<file path="config.mk">
export PLATFORM = sky130hd
export DESIGN_NAME = apb_slave_regbank
export DESIGN_NICKNAME = d
export VERILOG_FILES = /design/src/rtl/apb_pkg.sv /design/src/rtl/apb_slave_regfile.sv /design/src/rtl/apb_slave_regbank.sv
export SDC_FILE = /design/constraint.sdc
export NUM_CORES = 1
export LEC_CHECK = 0
export ABC_AREA = 1
export BUFFER_PORTS_ARGS = -buffer_cell sky130_fd_sc_hd__clkbuf_2
export CAP_MARGIN = 20
export CELL_PAD_IN_SITES_DETAIL_PLACEMENT = 0
export CELL_PAD_IN_SITES_GLOBAL_PLACEMENT = 2
export CORE_AREA = 2 2 431 433
export CTS_BUF_LIST = sky130_fd_sc_hd__clkbuf_4
export DETAILED_ROUTE_END_ITERATION = 8
export DIE_AREA = 0 0 433 435
export PLACE_DENSITY_LB_ADDON = 0.3
export SYNTH_ARGS = -nofsm -noshare
export SYNTH_HDL_FRONTEND = slang
export SYNTH_SLANG_ARGS = --single-unit
export TNS_END_PERCENT = 10
</file>
<file path="constraint.sdc">
create_clock -name Pclk -period 11.33 [get_ports Pclk]
set_input_delay 2.266 -clock Pclk [delete_from_list [all_inputs] [get_ports Pclk]]
set_output_delay 2.266 -clock Pclk [all_outputs]
set_load 0.02 [all_outputs]
</file>
<file path="src/rtl/apb_pkg.sv">
// rtl/apb_pkg.sv - shared types, constants and byte-merge helper for the APB register bank
package apb_pkg;

    typedef enum logic [0:0] {IDLE, ACCESS} apb_state_e;

    localparam int WAIT_CNT_W = 4;

    // Works on the widest bus; narrower banks zero-extend inputs and truncate the result.
    function automatic logic [31:0] byte_merge(input logic [31:0] old_v,
                                               input logic [31:0] new_v,
                                               input logic [3:0]  strb);
        logic [31:0] res;
        res = old_v;
        for (int k = 0; k < 4; k++) begin
            if (strb[k]) begin
                res[k*8 +: 8] = new_v[k*8 +: 8];
            end
        end
        return res;
    endfunction

endpackage

</file>
<file path="src/rtl/apb_slave_regfile.sv">
// rtl/apb_slave_regfile.sv - byte-strobed register file with async read and read-only mirror of hw_in
module apb_slave_regfile
    import apb_pkg::*;
#(
    parameter int                  NUM_REGS   = 16,
    parameter int                  DATA_WIDTH = 32,
    parameter int                  IDX_W      = 4,
    parameter logic [NUM_REGS-1:0] RO_MASK    = '0
) (
    input  logic                           clk_i,
    input  logic                           rst_i,
    input  logic                           we_i,
    input  logic [IDX_W-1:0]               waddr_i,
    input  logic [DATA_WIDTH-1:0]          wdata_i,
    input  logic [DATA_WIDTH/8-1:0]        wstrb_i,
    input  logic [IDX_W-1:0]               raddr_i,
    output logic [DATA_WIDTH-1:0]          rdata_o,
    input  logic [NUM_REGS*DATA_WIDTH-1:0] hw_in_i,
    output logic [NUM_REGS*DATA_WIDTH-1:0] reg_out_o
);

    logic [DATA_WIDTH-1:0] mem_q [NUM_REGS];
    logic [DATA_WIDTH-1:0] merged;

    always_comb begin
        merged = '0;
        for (int i = 0; i < NUM_REGS; i++) begin
            if (waddr_i == IDX_W'(i)) begin
                merged = DATA_WIDTH'(byte_merge(32'(mem_q[i]), 32'(wdata_i), 4'(wstrb_i)));
            end
        end
    end

    // Read-only entries are never written, so their storage stays at its reset value of 0.
    always_ff @(posedge clk_i) begin
        for (int i = 0; i < NUM_REGS; i++) begin
            if (rst_i) begin
                mem_q[i] <= '0;
            end else if (we_i && !RO_MASK[i] && waddr_i == IDX_W'(i)) begin
                mem_q[i] <= merged;
            end
        end
    end

    always_comb begin
        reg_out_o = '0;
        for (int i = 0; i < NUM_REGS; i++) begin
            reg_out_o[i*DATA_WIDTH +: DATA_WIDTH] = RO_MASK[i] ? hw_in_i[i*DATA_WIDTH +: DATA_WIDTH]
                                                               : mem_q[i];
        end
    end

    always_comb begin
        rdata_o = '0;
        for (int i = 0; i < NUM_REGS; i++) begin
            if (raddr_i == IDX_W'(i)) begin
                rdata_o = reg_out_o[i*DATA_WIDTH +: DATA_WIDTH];
            end
        end
    end

endmodule

</file>
<file path="src/rtl/apb_slave_regbank.sv">
// rtl/apb_slave_regbank.sv - APB4 slave register bank with wait states, byte strobes and error response
module apb_slave_regbank
    import apb_pkg::*;
#(
    parameter int                  ADDR_WIDTH  = 8,
    parameter int                  DATA_WIDTH  = 32,
    parameter int                  NUM_REGS    = 16,
    parameter int                  WAIT_STATES = 0,
    parameter logic [NUM_REGS-1:0] RO_MASK     = '0
) (
    input  logic                           Pclk,
    input  logic                           Prst,
    input  logic                           PSELx,
    input  logic                           PENABLE,
    input  logic                           PWRITE,
    input  logic [ADDR_WIDTH-1:0]          PADDR,
    input  logic [DATA_WIDTH-1:0]          PWDATA,
    input  logic [DATA_WIDTH/8-1:0]        PSTRB,
    output logic [DATA_WIDTH-1:0]          PRDATA,
    output logic                           PREADY,
    output logic                           PSLVERR,
    input  logic [NUM_REGS*DATA_WIDTH-1:0] hw_in,
    output logic [NUM_REGS*DATA_WIDTH-1:0] reg_out
);

    localparam int BYTES = DATA_WIDTH / 8;
    localparam int OFF_W = $clog2(BYTES);
    localparam int IDX_W = (NUM_REGS > 1) ? $clog2(NUM_REGS) : 1;
    localparam logic [ADDR_WIDTH-1:0] ALIGN_MASK = ADDR_WIDTH'(BYTES - 1);

    apb_state_e            state_q;
    logic [WAIT_CNT_W-1:0] cnt_q;
    logic [ADDR_WIDTH-1:0] addr_q;
    logic                  write_q;
    logic [DATA_WIDTH-1:0] wdata_q;
    logic [BYTES-1:0]      strb_q;

    logic [ADDR_WIDTH-1:0] idx;
    logic                  in_range;
    logic                  misaligned;
    logic                  ro_hit;
    logic                  err;
    logic                  ready;
    logic                  commit;
    logic [DATA_WIDTH-1:0] rdata;

    always_comb begin
        idx        = addr_q >> OFF_W;
        in_range   = 32'(idx) < 32'(NUM_REGS);
        misaligned = |(addr_q & ALIGN_MASK);
        ro_hit     = in_range && RO_MASK[idx[IDX_W-1:0]];
        err        = !in_range || misaligned || (write_q && ro_hit);
        ready      = (state_q == ACCESS) && (cnt_q == '0);
        commit     = ready && PSELx && PENABLE && write_q && !err;
        PREADY     = ready;
        PSLVERR    = ready && err;
        PRDATA     = (ready && !write_q && !err) ? rdata : '0;
    end

    // Completion always returns to IDLE; a setup in the next cycle re-enters ACCESS from there.
    always_ff @(posedge Pclk) begin
        if (Prst) begin
            state_q <= IDLE;
            cnt_q   <= '0;
            addr_q  <= '0;
            write_q <= 1'b0;
            wdata_q <= '0;
            strb_q  <= '0;
        end else begin
            case (state_q)
                IDLE: begin
                    if (PSELx && !PENABLE) begin
                        state_q <= ACCESS;
                        cnt_q   <= WAIT_CNT_W'(WAIT_STATES);
                        addr_q  <= PADDR;
                        write_q <= PWRITE;
                        wdata_q <= PWDATA;
                        strb_q  <= PSTRB;
                    end
                end
                ACCESS: begin
                    if (!PSELx) begin
                        state_q <= IDLE;
                    end else if (cnt_q != '0) begin
                        cnt_q <= cnt_q - WAIT_CNT_W'(1);
                    end else if (PENABLE) begin
                        state_q <= IDLE;
                    end
                end
                default: state_q <= IDLE;
            endcase
        end
    end

    apb_slave_regfile #(
        .NUM_REGS   (NUM_REGS),
        .DATA_WIDTH (DATA_WIDTH),
        .IDX_W      (IDX_W),
        .RO_MASK    (RO_MASK)
    ) u_regfile (
        .clk_i     (Pclk),
        .rst_i     (Prst),
        .we_i      (commit),
        .waddr_i   (idx[IDX_W-1:0]),
        .wdata_i   (wdata_q),
        .wstrb_i   (strb_q),
        .raddr_i   (idx[IDX_W-1:0]),
        .rdata_o   (rdata),
        .hw_in_i   (hw_in),
        .reg_out_o (reg_out)
    );

endmodule

</file>
==> reports/results.md <==
Setup path
* 3 — crit path buf inv count
* 48 — crit-path max FO
* 5100 ps — signal arrival time at the worst endpoint
* u_regfile.mem_q[1][188] — endpoint of the lowest-slack register-to-register path
* 9060 ps — Crit path required time
* output pin — Worst setup EP type
* 12 — depth of the worst register-to-register path
* nand2_1 — Crit path top cell by count
* nor2_2 — cell with the largest stage delay on the worst path
* flop to output pin — classification of the worst setup path
* simple AND/OR/NAND/NOR gates — CP delay by family, top
* 11 — cell depth of the worst setup path
* flop — kind of start point of the critical path
* addr_q[2] — R2R Path Start
* nor2_2 > nand2_1 > inv_2 > buf_4 > nand2_1 > nand4_1 > nor2_1 > nand3_1 > nand2_1 > a21oi_1 > clkbuf_2 — CP Cell Sequence
* 670 ps — Critical Path Max Stage Delay
* 6740 ps — R2R Setup Slk

Floorplan
* 158 — Std-Cell Rows
* 0.184 mm² — placeable core area
* 435 µm — Die Height
* 0.188 mm² — die area
* 1107 — ports placed on the boundary
* 17.0% — effective utilization at floorplan
* 433 µm — Die X-Extent

Cells and area
* 21.3% — Layout Utilization
* 22.4% — fraction of final layout cells sized beyond drive strength 1
* 25.3% — area growth from synthesis to final layout
* 7199 — final non-filler cell total
* 5144 — number of nets in the layout
* 20800 — filler instances

Synthesis
* 52.3% — sequential element share of the synthesized area
* 0.0313 mm² — Syn Std Cell Area
* 4019 — number of standard cells after synthesis
* 31 — number of distinct standard cells referenced by the synthesized netlist
* 0 — number of warnings reported in the yosys synthesis log
* 7.80 µm² — Mapped Avg Cell Area
* 4581 — Post-Syn Nets
* 562 — flip-flop and latch count after synthesis

Clocking
* 3 — clock buffer depth
* 60 ps — Worst-path clk slew
* 562 — sink count of the clock tree
* 0 — # hold bufs at CTS
* 4 — H-tree levels
* 184 — clock buffer count from CTS
* done — clock tree from TritonCTS
* 0 — total of cells resized after clock tree synthesis
* 1230 ps — clock latency at the later pin of the worst-skew pair
* clkbuf_4 — cell at the root of the clock tree
* 0 — post-CTS setup repair buffer count

Global route
* 21.7% — GR Util All Layers
* 0 — grt ovf
* 12 — initial antenna violation count
* 31500 — number of global-route vias before repair
* 77 — largest net degree at the start of global routing
* 279000 µm — first-pass GRT wire length

Detailed routing
* 29.1 µm — per-cell routed wire length
* 6 — Pre-antenna DRT Iters
* 2562 — Iteration-0 DRC Markers
* 4.46 — average vias per placed instance
* 0 — post-route antenna net violation count
* 210000 µm — Final Routed Wirelength
* 0 — remaining routing DRC violations
* 32100 — total via count after detailed routing

Placement
* 156000 µm — HPWL after detailed placement
* 594 — # port buffers
* 6875 — number of placed cells counting well taps
* 0.845 — final weighted congestion in routability-driven placement
* 5190 ps — setup slack after placement

Worst hold path
* 2 — hold path cells
* wdata_q[27] — launch instance of the worst min-delay path
* wdata_q[27] — hold endpoint
* flop to flop — Tightest Hold Check Type

STA
* no — unrepaired setup endpoints after global routing
* 0.136 GHz — Fmax achieved
* 7360 ps — final critical-path required period
* 26.0% — max_slew headroom
* 0 ps — Setup Total Neg Slack
* 65.0% — post-route fraction of the period consumed by the critical path
* 70.6 ps — post-route clock skew
* 3970 ps — Worst Setup Slack, final
* 0 — final number of max-transition violations
* 1110 ps — slew of the pin with the lowest slew margin
* 0 — Final Hold Vio Count
* 0 — final-report setup violation count

Power
* 143 mW/mm² — cell area power density
* 0.0925 mV — Worst VDD drop
* 16.6 nW — standby leakage power

Outcome
* completed — outcome

Run
* 0 — maxcap violations

cells by family (layout without fill, tap and decap cells):
family                     Yosys count  count (layout)  share of synthesized area, %
and+or+nand+nor                   2182            2182                          28.4
AOI/OAI and AO/OA                  691             691                          11.5
other                                0               8                             0
buffers and inverters              582            1274                          7.75
DFF                                562             562                          52.3
xor gates and xnor gates             1               1                        0.0280
adders and majority gates            1               1                        0.0399
cells in the final DEF, fill, tap and decap left out, types with 67 or more instances in the layout:
cell type	synthesis	routed
nand4_1	147	147
nand2_1	910	909
edfxtp_1	512	512
clkbuf_2	0	594
inv_1	279	270
o21ai_0	173	157
o22ai_1	67	67
buf_4	35	71
nor2_1	898	887
a21oi_1	428	428
nand3_1	139	137
clkbuf_4	0	278
worst max-delay path by stage:
stage / start / endpoint / slack [ps]
after floorplan: PSELx / u_regfile.mem_q[0][0] / 5570
after global placement: addr_q[2] / PRDATA[24] / 5190
after detailed placement: addr_q[2] / PRDATA[24] / 5190
after CTS: addr_q[2] / PRDATA[24] / 3800
after global routing: addr_q[2] / PRDATA[20] / 3680
final: addr_q[2] / PRDATA[24] / 3970
metal layers:
metal / vias up / part of all wire, % / global-route usage (%)
met1: 16000 / 38 / 24.6
met5: - / 0 / 0
met3: 249 / 9.0 / 7.45
met4: 0 / 3.0 / 6.63
met2: 1265 / 50 / 38.1
li1: 14700 / - / -
final cells by class:
cell class	count	area (µm²)	share of cell area, %
Sequential cell	562	16400	41.7
Multi-Input combinational cell	2875	12800	32.7
Timing Repair Buffer	666	3530	9.00
Tap cell	2480	3100	7.90
Clock buffer	278	2090	5.32
Inverter	293	1100	2.80
Clock inverter	37	208	0.529
Antenna cell	8	20.0	0.0510
state kept, by name, summed over array words and instances (netlist names):
register         cells
write_q              1
cnt_q                4
wdata_q             32
strb_q               4
addr_q               8
u_regfile.mem_q    512
state_q              1
metrics by stage:
stage          hold WS, ps  total power, mW  cell area, µm²
4_1_cts                445             5.72           39200
3_5_place_dp           437             3.47           36900
2_1_floorplan          423             2.95           31300
5_1_grt                458             5.86           39300
3_3_place_gp           437             3.47           36900
6_report               445             5.60           39300
worst min-delay path, stage by stage (launching register included):
cell and delay (ps):
dfxtp_1 310, inv_1 50, a21oi_1 50
synth_stat cells:
cell	count	area, µm²
a21oi_1	428	2140
nand3_1	139	696
inv_2	10	37.5
nand4_2	1	12.5
nand2_4	1	11.3
or2_2	8	50.1
nand2_1	910	3420
clkinv_1	4	15.0
nand4_1	147	920
edfxtp_1	512	15400
ha_1	1	12.5
xor2_1	1	8.76
nor3_1	43	215
nor2_1	898	3370
o211ai_1	15	113
a31oi_1	2	12.5
a221oi_1	3	26.3
nand2_2	23	144
o22ai_1	67	419
buf_4	35	263
a22oi_1	3	22.5
inv_1	279	1050
buf_6	2	22.5
nor4_1	1	6.26
clkbuf_1	163	612
buf_2	77	385
or2_0	1	6.26
buf_1	12	45.0
dfxtp_1	50	1000
o21ai_0	173	866
nor2_2	10	62.6
power by group:
group          switching, mW  internal (mW)  total (mW)
sequential            0.0894           2.33        2.42
combinational          0.776          0.191       0.967
clock                   1.07           1.15        2.21
No activity file was read; power rests on OpenSTA's default activity.
